### src/rtl/dmem_req_ctrl_pkg.sv
// Shared types for the data-memory request controller.
// Request bundle, controller state and address helper.
package dmem_req_ctrl_pkg;

    typedef logic [31:0] word32_t;

    // Widest tag a request entry can carry; TAG_W must not exceed it.
    localparam int TAG_MAX_W = 8;

    typedef enum logic {
        IDLE,
        BUSY
    } dmem_ctrl_state_e;

    typedef struct packed {
        logic                 is_store;
        logic                 kill;
        word32_t              addr;
        word32_t              data;
        logic [TAG_MAX_W-1:0] tag;
    } dmem_req_t;

    function automatic word32_t word_align(input word32_t a);
        return a & 32'hFFFF_FFFC;
    endfunction

endpackage

### src/rtl/dmem_req_ctrl_if.sv
// Core-side dmem port: strobes, address and data out, read data and done back.
// The controller is the master, the memory the slave.
interface dmem_req_ctrl_if;
    import dmem_req_ctrl_pkg::*;

    logic    dmem_read;
    logic    dmem_write;
    word32_t dmem_addr;
    word32_t dmem_data;
    word32_t dmem_rd_data;
    logic    dmem_done;

    modport master (
        output dmem_read, dmem_write, dmem_addr, dmem_data,
        input  dmem_rd_data, dmem_done
    );

    modport slave (
        input  dmem_read, dmem_write, dmem_addr, dmem_data,
        output dmem_rd_data, dmem_done
    );

endinterface

### src/rtl/dmem_req_ctrl_fifo.sv
// In-order request queue; each entry's kill bit can be set in place.
// A push to a slot overrides a kill-set aimed at the same slot.
module sync_fifo
    import dmem_req_ctrl_pkg::*;
#(
    parameter int DEPTH = 4
) (
    input  logic             clk_i,
    input  logic             reset_n_i,
    input  logic             push_i,
    input  dmem_req_t        wdata_i,
    input  logic             pop_i,
    input  logic [DEPTH-1:0] kill_set_i,
    output dmem_req_t        head_o,
    output logic [DEPTH-1:0] ld_mask_o,
    output logic             empty_o,
    output logic             full_o
);

    localparam int PW = $clog2(DEPTH);
    localparam logic [PW:0] FULL_CNT = (PW+1)'(DEPTH);

    dmem_req_t     mem_q [DEPTH];
    logic [PW-1:0] wr_ptr_q;
    logic [PW-1:0] rd_ptr_q;
    logic [PW:0]   count_q;

    assign head_o  = mem_q[rd_ptr_q];
    assign empty_o = (count_q == '0);
    assign full_o  = (count_q == FULL_CNT);

    always_comb begin
        ld_mask_o = '0;
        for (int i = 0; i < DEPTH; i++) begin
            ld_mask_o[i] = ~mem_q[i].is_store;
        end
    end

    always_ff @(posedge clk_i or negedge reset_n_i) begin
        if (!reset_n_i) begin
            wr_ptr_q <= '0;
            rd_ptr_q <= '0;
            count_q  <= '0;
            for (int i = 0; i < DEPTH; i++) begin
                mem_q[i] <= '0;
            end
        end else begin
            for (int i = 0; i < DEPTH; i++) begin
                if (kill_set_i[i]) begin
                    mem_q[i].kill <= 1'b1;
                end
            end
            if (push_i) begin
                mem_q[wr_ptr_q] <= wdata_i;
                wr_ptr_q        <= wr_ptr_q + 1'b1;
            end
            if (pop_i) begin
                rd_ptr_q <= rd_ptr_q + 1'b1;
            end
            case ({push_i, pop_i})
                2'b10:   count_q <= count_q + 1'b1;
                2'b01:   count_q <= count_q - 1'b1;
                default: ;
            endcase
        end
    end

endmodule

### src/rtl/dmem_req_ctrl.sv
// Data-memory request controller: queues LSU requests, runs one blocking
// dmem transaction at a time and returns tagged load data.
module dmem_req_ctrl
    import dmem_req_ctrl_pkg::*;
#(
    parameter int DEPTH = 4,
    parameter int TAG_W = 5
) (
    input  logic              clk_i,
    input  logic              reset_n_i,
    input  logic              req_valid_i,
    output logic              req_ready_o,
    input  logic              req_is_store_i,
    input  word32_t           req_addr_i,
    input  word32_t           req_data_i,
    input  logic [TAG_W-1:0]  req_tag_i,
    input  logic              flush_i,
    dmem_req_ctrl_if.master   dmem,
    output logic              resp_valid_o,
    input  logic              resp_ready_i,
    output logic [TAG_W-1:0]  resp_tag_o,
    output word32_t           resp_data_o
);

    dmem_ctrl_state_e     state_q;
    logic                 rst_done_q;
    logic                 rd_q, wr_q, live_q;
    word32_t              addr_q, data_q;
    logic [TAG_MAX_W-1:0] tag_q;
    logic                 resp_valid_q;
    logic [TAG_MAX_W-1:0] resp_tag_q;
    word32_t              resp_data_q;

    dmem_req_t        wdata, head, cand;
    logic [DEPTH-1:0] ld_mask, kill_set;
    logic             empty, full, push, q_push, q_pop;
    logic             cand_kill, take, issue;
    logic             unused_tag;

    assign req_ready_o = rst_done_q & ~full;
    assign push        = req_valid_i & req_ready_o;

    always_comb begin
        wdata          = '0;
        wdata.is_store = req_is_store_i;
        wdata.kill     = flush_i & ~req_is_store_i;
        wdata.addr     = req_addr_i;
        wdata.data     = req_data_i;
        wdata.tag      = TAG_MAX_W'(req_tag_i);
    end

    // An empty queue lets the incoming request issue in its accept cycle.
    assign cand      = empty ? wdata : head;
    assign cand_kill = cand.kill | (flush_i & ~cand.is_store);

    always_comb begin
        take  = 1'b0;
        issue = 1'b0;
        if (state_q == IDLE && (!empty || push)) begin
            unique case (1'b1)
                cand.is_store: begin
                    take  = 1'b1;
                    issue = 1'b1;
                end
                cand_kill: take = 1'b1;
                default: begin
                    take  = ~resp_valid_q;
                    issue = ~resp_valid_q;
                end
            endcase
        end
    end

    assign q_pop    = take & ~empty;
    assign q_push   = push & ~(empty & take);
    assign kill_set = flush_i ? ld_mask : '0;

    sync_fifo #(.DEPTH(DEPTH)) u_fifo (
        .clk_i      (clk_i),
        .reset_n_i  (reset_n_i),
        .push_i     (q_push),
        .wdata_i    (wdata),
        .pop_i      (q_pop),
        .kill_set_i (kill_set),
        .head_o     (head),
        .ld_mask_o  (ld_mask),
        .empty_o    (empty),
        .full_o     (full)
    );

    always_ff @(posedge clk_i or negedge reset_n_i) begin
        if (!reset_n_i) begin
            state_q      <= IDLE;
            rst_done_q   <= 1'b0;
            rd_q         <= 1'b0;
            wr_q         <= 1'b0;
            live_q       <= 1'b0;
            addr_q       <= '0;
            data_q       <= '0;
            tag_q        <= '0;
            resp_valid_q <= 1'b0;
            resp_tag_q   <= '0;
            resp_data_q  <= '0;
        end else begin
            rst_done_q <= 1'b1;
            if (resp_valid_q && resp_ready_i) begin
                resp_valid_q <= 1'b0;
            end
            case (state_q)
                IDLE: begin
                    if (issue) begin
                        state_q <= BUSY;
                        rd_q    <= ~cand.is_store;
                        wr_q    <= cand.is_store;
                        live_q  <= ~cand.is_store;
                        addr_q  <= word_align(cand.addr);
                        data_q  <= cand.data;
                        tag_q   <= cand.tag;
                    end
                end
                BUSY: begin
                    if (flush_i) begin
                        live_q <= 1'b0;
                    end
                    if (dmem.dmem_done) begin
                        state_q <= IDLE;
                        rd_q    <= 1'b0;
                        wr_q    <= 1'b0;
                        live_q  <= 1'b0;
                        if (live_q && !flush_i) begin
                            resp_valid_q <= 1'b1;
                            resp_tag_q   <= tag_q;
                            resp_data_q  <= dmem.dmem_rd_data;
                        end
                    end
                end
                default: state_q <= IDLE;
            endcase
            // A flush drops any response the consumer has not taken yet.
            if (flush_i) begin
                resp_valid_q <= 1'b0;
            end
        end
    end

    assign dmem.dmem_read  = rd_q;
    assign dmem.dmem_write = wr_q;
    assign dmem.dmem_addr  = addr_q;
    assign dmem.dmem_data  = data_q;

    assign resp_valid_o = resp_valid_q;
    assign resp_tag_o   = resp_tag_q[TAG_W-1:0];
    assign resp_data_o  = resp_data_q;
    assign unused_tag   = ^resp_tag_q;

endmodule

### src/flat_wrapper.sv
// flat-port wrapper written by rule: the top's interface ports become plain ports
module dmem_req_ctrl_flat import dmem_req_ctrl_pkg::*;
#(
    parameter int DEPTH = 4,
    parameter int TAG_W = 5
)
  (clk_i, reset_n_i, req_valid_i, req_ready_o, req_is_store_i, req_addr_i, req_data_i, req_tag_i, flush_i, resp_valid_o, resp_ready_i, resp_tag_o, resp_data_o, dmem_dmem_read, dmem_dmem_write, dmem_dmem_addr, dmem_dmem_data, dmem_dmem_rd_data, dmem_dmem_done);
  dmem_req_ctrl_if dmem_i ();
  input  logic clk_i;
  input  logic reset_n_i;
  input  logic req_valid_i;
  output logic req_ready_o;
  input  logic req_is_store_i;
  input  word32_t req_addr_i;
  input  word32_t req_data_i;
  input  logic [TAG_W-1:0] req_tag_i;
  input  logic flush_i;
  output logic resp_valid_o;
  input  logic resp_ready_i;
  output logic [TAG_W-1:0] resp_tag_o;
  output word32_t resp_data_o;
  output wire logic [$bits(dmem_i.dmem_read)-1:0] dmem_dmem_read;
  output wire logic [$bits(dmem_i.dmem_write)-1:0] dmem_dmem_write;
  output wire logic [$bits(dmem_i.dmem_addr)-1:0] dmem_dmem_addr;
  output wire logic [$bits(dmem_i.dmem_data)-1:0] dmem_dmem_data;
  input wire logic [$bits(dmem_i.dmem_rd_data)-1:0] dmem_dmem_rd_data;
  input wire logic [$bits(dmem_i.dmem_done)-1:0] dmem_dmem_done;
  assign dmem_dmem_read = dmem_i.dmem_read;
  assign dmem_dmem_write = dmem_i.dmem_write;
  assign dmem_dmem_addr = dmem_i.dmem_addr;
  assign dmem_dmem_data = dmem_i.dmem_data;
  assign dmem_i.dmem_rd_data = dmem_dmem_rd_data;
  assign dmem_i.dmem_done = dmem_dmem_done;
  dmem_req_ctrl #(.DEPTH(DEPTH), .TAG_W(TAG_W)) u_core (.clk_i(clk_i), .reset_n_i(reset_n_i), .req_valid_i(req_valid_i), .req_ready_o(req_ready_o), .req_is_store_i(req_is_store_i), .req_addr_i(req_addr_i), .req_data_i(req_data_i), .req_tag_i(req_tag_i), .flush_i(flush_i), .dmem(dmem_i), .resp_valid_o(resp_valid_o), .resp_ready_i(resp_ready_i), .resp_tag_o(resp_tag_o), .resp_data_o(resp_data_o));
endmodule
### config.mk
export PLATFORM = sky130hd
export DESIGN_NAME = dmem_req_ctrl_flat
export DESIGN_NICKNAME = d
export VERILOG_FILES = /design/src/rtl/dmem_req_ctrl_pkg.sv /design/src/rtl/dmem_req_ctrl_if.sv /design/src/rtl/dmem_req_ctrl_fifo.sv /design/src/rtl/dmem_req_ctrl.sv /design/src/flat_wrapper.sv
export SDC_FILE = /design/constraint.sdc
export NUM_CORES = 1
export LEC_CHECK = 0
export BUFFER_PORTS_ARGS = -buffer_cell sky130_fd_sc_hd__buf_2
export CAP_MARGIN = 30
export CORE_MARGIN = 4
export CORE_UTILIZATION = 55
export CTS_BUF_LIST = sky130_fd_sc_hd__clkbuf_8
export CTS_CLUSTER_DIAMETER = 50
export CTS_CLUSTER_SIZE = 24
export DETAILED_ROUTE_END_ITERATION = 7
export HOLD_SLACK_MARGIN = 0.08
export PLACE_DENSITY = 0.79
export SLEW_MARGIN = 5
export SYNTH_ARGS = -nofsm -noshare
export SYNTH_HDL_FRONTEND = slang
export SYNTH_HIERARCHICAL = 1
export SYNTH_SLANG_ARGS = --single-unit
### constraint.sdc
create_clock -name clk_i -period 2.8 [get_ports clk_i]
set_clock_uncertainty 0.1 [all_clocks]
set_input_delay 0 -clock clk_i [delete_from_list [all_inputs] [get_ports clk_i]]
set_output_delay 0 -clock clk_i [all_outputs]
set_load 0.1 [all_outputs]
==> flow_metrics.env, run 1 <==
export IMPL_synthesis_instances=1140
export IMPL_r2r_setup_slack_ns=0.24
export IMPL_yosysWarnings=6
export IMPL_antenna_found_initial=2
export IMPL_dp_hpwl_um=23800
export IMPL_gr_total_overflow=0
export IMPL_syn2layout_area_growth_pct=19.37
export IMPL_drt_iter0_drc=662
export IMPL_worstHoldStart="dmem_dmem_rd_data[28]"
export IMPL_dr_max_layer_used="met4"
export IMPL_root_buffer="clkbuf_8"
export IMPL_whs_endpoint="u_core/resp_data_o[28]"
export IMPL_syn_avg_cell_area_um2=15.29
export IMPL_grt_pass1_wl_um=62930
export IMPL_firstDrtPassIters=5
export IMPL_numPlacedInstances=1696
export IMPL_place_congestion=0.8061
export IMPL_fillers=2181
export IMPL_cts_setup_buffers=0
export IMPL_slew_headroom_pct=41.76
export IMPL_grt_max_degree=68
export IMPL_cts_buffer_depth=3
export IMPL_core_rowCount=64
export IMPL_stdcell_count=1877
export IMPL_r2r_end="u_core/dmem.dmem_data[25]"
export IMPL_hold_class="in2reg"
export IMPL_layout_min_cycle_time_ns=2.558
export IMPL_worstPathArrival_ns=2.93
export IMPL_initial_core_util_pct=56.40
export IMPL_num_nets_final=1565
export IMPL_hold_viol=0
export IMPL_wirelength_um=38960
export IMPL_place_ws_ns=0.2410
export IMPL_period_share_pct=91.35
export IMPL_cp_start_kind="flop"
export IMPL_grt_usage_pct=22.77
export IMPL_clock_sinks=393
export IMPL_tightest_slew_ns=0.8736
export IMPL_cts_tree="built"
export IMPL_clkTransAtPathRegs_ns=0.09
export IMPL_htree_levels=2
export IMPL_crit_required_ns=3.17
export IMPL_slew_viol_final=0
export IMPL_met2WireLength_um=19410
export IMPL_cts_buffers=37
export IMPL_rr_startpoint="u_core/u_fifo/count_q[1]"
export IMPL_die_h_um=186.0
export IMPL_fin_tns_setup_ns=0
export IMPL_drt_met1_wl_um=16980
export IMPL_io_buffer_count=208
export IMPL_path_max_fanout=41
export IMPL_drtAntennaViolNets=0
export IMPL_drcViolationCount=0
export IMPL_pin_count=213
export IMPL_maxCapViolCount=0
export IMPL_holdPathStages=3
export IMPL_worst_skew_pair_late_latency_ns=0.56
export IMPL_dieArea_um2=34610
export IMPL_setup_ws_ns=0.2423
export IMPL_endpoint_kind="flop"
export IMPL_met3_length_um=1854
export IMPL_postLayoutCoreUtil_pct=67.32
export IMPL_die_w_um=186.0
export IMPL_rsz0062_at_grt="no"
export IMPL_drive_gt1_share_pct=48.88
export IMPL_via_per_inst=5.722
export IMPL_path_class="reg2reg"
export IMPL_setup_viol=0
export IMPL_core_um2=30910
export IMPL_status="completed"
export IMPL_timing_fmax_ghz=0.3910
export IMPL_reg2reg_depth=7
export IMPL_first_global_vias=11740
export IMPL_wl_per_cell_um=20.76
export IMPL_synth_area_um2=17430
export IMPL_via_count=10740
[placed cells by master (no fill, tap or decap), drive strengths merged, types with 2 or more instances in the layout]
cell type and instances:
diode 2, buf 247, ha 5, inv 20, a21oi 141, o21ai 3
xor2 4, conb 3, nor3 4, dfrtp 393, nor2b 3, mux2i 69
clkbuf 43, nand2b 3, nor2 12, clkinv 12, mux2 309, and2 5
mux4 69, clkinvlp 2, nand2 9, xnor2 2, dlygate4sd3 111
[registers in the layout (all words and copies together) (netlist names)]
signal and count:
u_core/u_fifo/rd_ptr_q 2, u_core/rst_done_q 1, u_core/resp_tag_q 5, u_core/u_fifo/mem_q 276, u_core/dmem.dmem_addr 30, u_core/tag_q 5, u_core/dmem.dmem_data 32, u_core/live_q 1
u_core/dmem.dmem_read 1, u_core/state_q 1, u_core/u_fifo/count_q 3, u_core/dmem.dmem_write 1, u_core/resp_data_o 32, u_core/resp_valid_o 1, u_core/u_fifo/wr_ptr_q 2
[worst max-delay path by stage]
stage / start / endpoint / cells past startpoint
floorplan: u_core/u_fifo/count_q[0] / u_core/u_fifo/count_q[2] / 14
finish: u_core/u_fifo/count_q[1] / u_core/dmem.dmem_data[25] / 7
detailed placement: u_core/u_fifo/rd_ptr_q[0] / u_core/u_fifo/count_q[2] / 9
global placement: u_core/u_fifo/rd_ptr_q[0] / u_core/u_fifo/count_q[2] / 9
CTS: u_core/u_fifo/rd_ptr_q[0] / u_core/u_fifo/count_q[2] / 9
global route: u_core/u_fifo/count_q[1] / u_core/dmem.dmem_data[25] / 7
[layout make-up]
cell class | instances | area, µm² | share of cell area (%)
diodes | 2 | 5.005 | 0.02405
flip-flops and latches | 393 | 9842 | 47.30
clock buffers | 43 | 591.8 | 2.844
repair buffers | 358 | 2625 | 12.62
well taps | 396 | 495.5 | 2.381
inverters | 11 | 41.29 | 0.1984
multi-input cells | 650 | 6950 | 33.40
clock inverters | 24 | 257.7 | 1.239
[layer usage]
metal | global-route usage (%) | vias up
met5 | 0 | -
met4 | 5.334 | 0
met3 | 3.830 | 64
met2 | 38.30 | 255
met1 | 31.57 | 5627
li1 | - | 4794
[critical path, cell delays in order (launching register included)]
cell,delay (ns)
dfrtp_1,0.40
inv_1,0.10
and3_1,0.20
nand3b_1,0.25
a21oi_4,0.57
buf_4,0.56
a21oi_1,0.14
a21oi_1,0.15
[per-stage QoR]
stage	hold slack [ns]	instance area (µm²)
6_report	0.1206	20810
5_1_grt	0.08794	20810
4_1_cts	0.08102	20800
3_5_place_dp	-0.08127	18810
3_3_place_gp	-0.08633	18810
2_1_floorplan	-0.3956	17440
[timing repair]
action,CTS,global route
endpoints found under the setup margin,0,1
hold buffers,112,0
endpoints found under the hold margin,774,0
resized for setup,0,1
Power of run 1 is not shown: default switching activity piles up to over one toggle a cycle in this logic, so the estimate is an artifact.
==> run 2: changes to the inputs <==
Settings changed: CORE_UTILIZATION 55 to 54, PLACE_DENSITY 0.79 to 0.78, SYNTH_HIERARCHICAL 1 to default.
==> run 2 against run 1 <==
  * Cell area grew 2.0%
  * Synthesized cell count up 4.3%
  * Sequential cell count is the same
  * Synthesized area is 0.45% lower
  * Core utilization down 0.25 points
  * Register-to-register slack worse by 0.20 ns
  * First-iteration DRC count down 9.7%
  * Sequential share of layout area fell by 0.91 points
==> flow_metrics.env, run 2 <==
export IMPL_synth_most_common_cell="dfrtp_1"
export IMPL_worst_skew_pair_late_latency_ns=0.58
export IMPL_via_count=10920
export IMPL_yosys_area_top_type="dfrtp_1"
export IMPL_core_rowCount=65
export IMPL_wirelength_um=39610
export IMPL_root_buffer="clkbuf_8"
export IMPL_hold_class="in2reg"
export IMPL_antenna_found_initial=3
export IMPL_wl_per_cell_um=20.20
export IMPL_place_congestion=0.7623
export IMPL_fin_tns_setup_ns=0
export IMPL_synth_top_area_share_pct=56.67
export IMPL_grt_pass1_wl_um=65230
export IMPL_hold_viol=0
export IMPL_synth_edff_count=0
export IMPL_yosysWarnings=0
export IMPL_firstDrtPassIters=4
export IMPL_synth_commonest_cells="dfrtp_1 (393), mux2_2 (357), nand2_1 (205), mux4_2 (69), buf_2 (34)"
export IMPL_core_um2=31640
export IMPL_status="completed"
export IMPL_setup_viol=0
export IMPL_maxCapViolCount=0
export IMPL_num_nets_final=1642
export IMPL_timing_fmax_ghz=0.3627
export IMPL_seq_area_um2=9843
export IMPL_stdcell_count=1961
export IMPL_worstPathArrival_ns=3.10
export IMPL_io_buffer_count=208
export IMPL_cts_buffers=39
export IMPL_drtAntennaViolNets=0
export IMPL_place_ws_ns=0.3073
export IMPL_synthArstFlopShare_pct=100.0
export IMPL_final_cell_mix="dfrtp_1 (390), mux2_2 (357), buf_2 (207)"
export IMPL_htree_levels=2
export IMPL_cp_start_kind="flop"
export IMPL_die_w_um=187.3
export IMPL_ys_top_cells_by_area="dfrtp_1 (57%), mux2_2 (23%), mux4_2 (9.0%), nand2_1 (4.4%), mux2_4 (1.6%)"
export IMPL_via_per_inst=5.569
export IMPL_cp_slowest_stage_delay_ns=0.55
export IMPL_endpoint_kind="flop"
export IMPL_multiInputGateArea_um2=7149
export IMPL_pin_count=213
export IMPL_initial_core_util_pct=54.85
export IMPL_syn2layout_area_growth_pct=22.28
export IMPL_final_common_cell="dfrtp_1"
export IMPL_setup_ws_ns=0.04319
export IMPL_layout_min_cycle_time_ns=2.757
export IMPL_grt_max_degree=85
export IMPL_period_share_pct=98.46
export IMPL_clkTransAtPathRegs_ns=0.09
export IMPL_grt_usage_pct=22.80
export IMPL_path_max_fanout=42
export IMPL_cts_setup_buffers=0
export IMPL_slew_viol_final=0
export IMPL_crit_required_ns=3.15
export IMPL_rsz0062_at_grt="no"
export IMPL_drive_gt1_share_pct=49.07
export IMPL_ys_seq_area_share_pct=56.67
export IMPL_worstPathCellList="or3_2 > buf_4 > nor2_1 > a211oi_1 > o22a_1 > dlygate4sd3_1"
export IMPL_slew_headroom_pct=57.01
export IMPL_fillers=2150
export IMPL_synth_flop_cell="dfrtp_1"
export IMPL_regMostFlops="u_core.u_fifo.mem_q"
export IMPL_numPlacedInstances=1755
export IMPL_syn_avg_cell_area_um2=14.60
export IMPL_first_global_vias=12030
export IMPL_largest_reg_flops=276
export IMPL_synth_seq_cells=393
export IMPL_die_h_um=187.3
export IMPL_gr_total_overflow=0
export IMPL_synthesis_instances=1189
export IMPL_cts_buffer_depth=3
export IMPL_dieArea_um2=35070
export IMPL_yosysUniqueCellTypes=37
export IMPL_dp_hpwl_um=22890
export IMPL_cpMaxStageDelayCell="or3_2"
export IMPL_cts_tree="built"
export IMPL_path_class="reg2reg"
export IMPL_clock_sinks=393
export IMPL_tightest_slew_ns=0.6449
export IMPL_synth_area_um2=17350
export IMPL_drcViolationCount=0
export IMPL_drt_iter0_drc=598
## run 2: final timing paths
path | start | endpoint | slack, ns | cells after the start
worst max-delay path | u_core.u_fifo.count_q[0] | u_core.dmem.dmem_read | 0.04 | 6
min in group asynchronous | reset_n_i | u_core.resp_data_o[1] | 0.47 | 3
worst min register to register | u_core.u_fifo.mem_q[82] | u_core.u_fifo.mem_q[82] | 0.41 | 1
max in group asynchronous | reset_n_i | u_core.resp_valid_o | 1.20 | 4
worst min-delay path | dmem_dmem_rd_data[0] | u_core.resp_data_o[0] | 0.13 | 3
worst max register to register | u_core.u_fifo.count_q[0] | u_core.dmem.dmem_read | 0.04 | 6
## run 2: metrics by stage
stage / instance area (µm²) / utilization, % / hold slack [ns]
after detailed placement: 19000 / 60.06 / -0.06118
after global placement: 19000 / 60.06 / -0.06225
final: 21220 / 67.08 / 0.1307
after floorplan: 17360 / - / -0.3956
after CTS: 21220 / 67.06 / 0.08316
after global routing: 21220 / 67.08 / 0.1071
## run 2: logic make-up after synthesis
family                   Yosys count  synth area share, %
XOR/XNOR                           6               0.3029
AO/OA/AOI/OAI                     24                1.081
AND/OR/NAND/NOR                  225                5.177
flip-flops                       393                56.67
adder cells (fa/ha/maj)            6               0.4759
multiplexers                     446                33.82
other                              2              0.04327
buffers and inverters             87                2.430
## run 2: repair_timing
action                                 in CTS  in global routing
endpoints found under the hold margin     778                  0
hold buffers                              134                  0
gates resized for setup                     0                  0
## run 2: routing by layer
layer  track usage [%]  wire (µm)  up-vias
met5                 0         14        -
met2             38.57      19700      288
met1             31.09      17140     5678
met3             4.218       1963       58
met4             5.319        794        2
li1                  -          -     4894
## run 2: worst max-delay path, delay by kind of cell (launching register included)
| kind | cells | cell delay (ns) |
|---|---|---|
| buffers and inverters | 2 | 0.89 |
| AND/OR/NAND/NOR | 2 | 0.85 |
| flip-flops | 1 | 0.49 |
| AO/OA/AOI/OAI | 2 | 0.30 |
## run 2: area by class of cell
cell class	count	area share [%]
diodes	2	0.02358
clock buffers	39	2.529
clock inverters	31	1.586
inverters	13	0.2300
multi-input cells	710	33.69
flip-flops and latches	393	46.39
well taps	402	2.370
repair buffers	371	13.18
Power of run 2 is left out for the same reason.
==> run 3: changes to the inputs <==
Settings changed: GPL_TIMING_DRIVEN from default to 0.
==> run 3 against run 2 <==
  * Via count grew 0.44%
  * Sequential share of layout area is 0.16 points higher
  * Non-clock buffer count increased by 35
==> flow_metrics.env, run 3 (synthesis results as in run 2) <==
export IMPL_status="completed"
export IMPL_dieArea_um2=35070
export IMPL_path_class="reg2reg"
export IMPL_clkTransAtPathRegs_ns=0.12
export IMPL_timing_fmax_ghz=0.3663
export IMPL_multiInputGateArea_um2=7154
export IMPL_wirelength_um=40170
export IMPL_antenna_found_initial=4
export IMPL_dr_max_layer_used="met5"
export IMPL_fillers=2234
export IMPL_drive_gt1_share_pct=49.56
export IMPL_clock_sinks=393
export IMPL_largest_reg_flops=276
export IMPL_r2r_end="u_core.u_fifo.count_q[2]"
export IMPL_grt_max_degree=121
export IMPL_postLayoutCoreUtil_pct=66.79
export IMPL_hold_class="in2reg"
export IMPL_place_ws_ns=-0.1865
export IMPL_crit_required_ns=3.19
export IMPL_cp_start_kind="flop"
export IMPL_num_nets_final=1674
export IMPL_worstPathArrival_ns=3.12
export IMPL_crit_path_end="u_core.u_fifo.count_q[2]"
export IMPL_cts_buffers=36
export IMPL_setup_ws_ns=0.06993
export IMPL_worst_skew_pair_late_latency_ns=0.57
export IMPL_drcViolationCount=0
export IMPL_grt_pass1_wl_um=65740
export IMPL_met3_length_um=2020
export IMPL_drt_iter0_drc=527
export IMPL_cp_slowest_stage_delay_ns=0.56
export IMPL_tightest_slew_ns=0.9113
export IMPL_worstPathCellList="clkbuf_1 > nor4_4 > a211oi_2 > inv_1 > ha_1 > inv_1 > fa_1 > xor2_1 > nor2_1 > xor2_1"
export IMPL_core_rowCount=65
export IMPL_reg2reg_depth=10
export IMPL_dp_hpwl_um=26270
export IMPL_initial_core_util_pct=54.85
export IMPL_cpMaxStageDelayCell="nor4_4"
export IMPL_io_buffer_count=208
export IMPL_path_max_fanout=6
export IMPL_drtAntennaViolNets=0
export IMPL_period_share_pct=97.50
export IMPL_core_um2=31640
export IMPL_final_common_cell="dfrtp_1"
export IMPL_final_cell_mix="dfrtp_1 (392), mux2_2 (357), buf_2 (239)"
export IMPL_critical_path_top_delay_family="simple AND/OR/NAND/NOR gates"
export IMPL_met2WireLength_um=20090
export IMPL_hold_viol=0
export IMPL_grt_usage_pct=23.08
export IMPL_endpoint_kind="flop"
export IMPL_rsz0062_at_grt="yes"
export IMPL_via_per_inst=5.512
export IMPL_root_buffer="clkbuf_8"
export IMPL_die_h_um=187.3
export IMPL_drt_met1_wl_um=17060
export IMPL_slew_headroom_pct=39.25
export IMPL_seq_area_um2=9836
export IMPL_die_w_um=187.3
export IMPL_via_count=10970
export IMPL_pin_count=213
export IMPL_setup_worst_path_start="u_core.u_fifo.count_q[0]"
export IMPL_slew_viol_final=0
export IMPL_worst_path_buf_inv=3
export IMPL_place_congestion=0.7643
export IMPL_holdWs_ns=0.1263
export IMPL_htree_levels=2
export IMPL_gr_total_overflow=0
export IMPL_wl_per_cell_um=20.18
export IMPL_cts_buffer_depth=3
export IMPL_cts_tree="built"
export IMPL_setup_viol=0
export IMPL_maxCapViolCount=0
export IMPL_firstDrtPassIters=5
export IMPL_layout_min_cycle_time_ns=2.730
export IMPL_regMostFlops="u_core.u_fifo.mem_q"
export IMPL_syn2layout_area_growth_pct=21.77
export IMPL_first_global_vias=11990
export IMPL_r2r_setup_slack_ns=0.07
export IMPL_fin_tns_setup_ns=0
export IMPL_rr_startpoint="u_core.u_fifo.count_q[0]"
export IMPL_cp_depth=10
## run 3: cell types whose count changed in the layout (fill, tap and decap cells not counted), sizes merged
cell / before / now
clkinvlp: 5 / 4
clkinv: 8 / 10
dlygate4sd3: 134 / 116
inv: 29 / 23
clkbuf: 39 / 66
bufinv: 2 / 3
buf: 237 / 261
## run 3: per-stage QoR
| step | cell area (µm²) | cells |
|---|---|---|
| final | 21130 | 1990 |
| after global routing | 21130 | 1990 |
| after CTS | 21080 | 1986 |
| after detailed placement | 19000 | 1803 |
| after global placement | 18900 | 1800 |
| after floorplan | 17360 | 1190 |
## run 3: tightest hold or removal path, stage by stage
cell and delay [ns]:
dlygate4sd3_1 0.52, buf_2 0.11, mux2_2 0.14
## run 3: what timing repair did
action | CTS | global route
gates resized for setup | 6 | 11
setup buffers | 3 | 3
pin swaps | 2 | 2
cloned | 0 | 0
hold buffers | 117 | 0
endpoints found under the setup margin | 95 | 60
endpoints found under the hold margin | 675 | 0
## run 3: worst min path at each step
stage                               start                        end  slack (ns)  cells past startpoint
finish              dmem_dmem_rd_data[31]     u_core.resp_data_o[31]        0.13                      3
global route        dmem_dmem_rd_data[10]     u_core.resp_data_o[10]        0.09                      3
CTS                  dmem_dmem_rd_data[7]      u_core.resp_data_o[7]        0.08                      3
detailed placement              reset_n_i  u_core.dmem.dmem_data[24]       -0.09                      1
global placement             resp_ready_i        u_core.resp_valid_o        0.11                      2
floorplan                       reset_n_i  u_core.dmem.dmem_addr[10]       -0.40                      0
## run 3: area by class of cell
type / count / area share [%]
antenna: 2 / 0.02368
multi-input combinational: 710 / 33.86
clock inverter: 27 / 1.587
timing repair buffer: 334 / 11.20
inverter: 13 / 0.2309
sequential: 393 / 46.55
tap: 402 / 2.380
clock buffer: 37 / 2.410
buffer: 72 / 1.764
## run 3: routing by layer
metal	up-vias	track usage [%]
met4	4	5.887
met5	-	0
met1	5665	31.05
met3	72	4.125
li1	4937	-
met2	290	39.38
Power of run 3 is left out for the same reason.
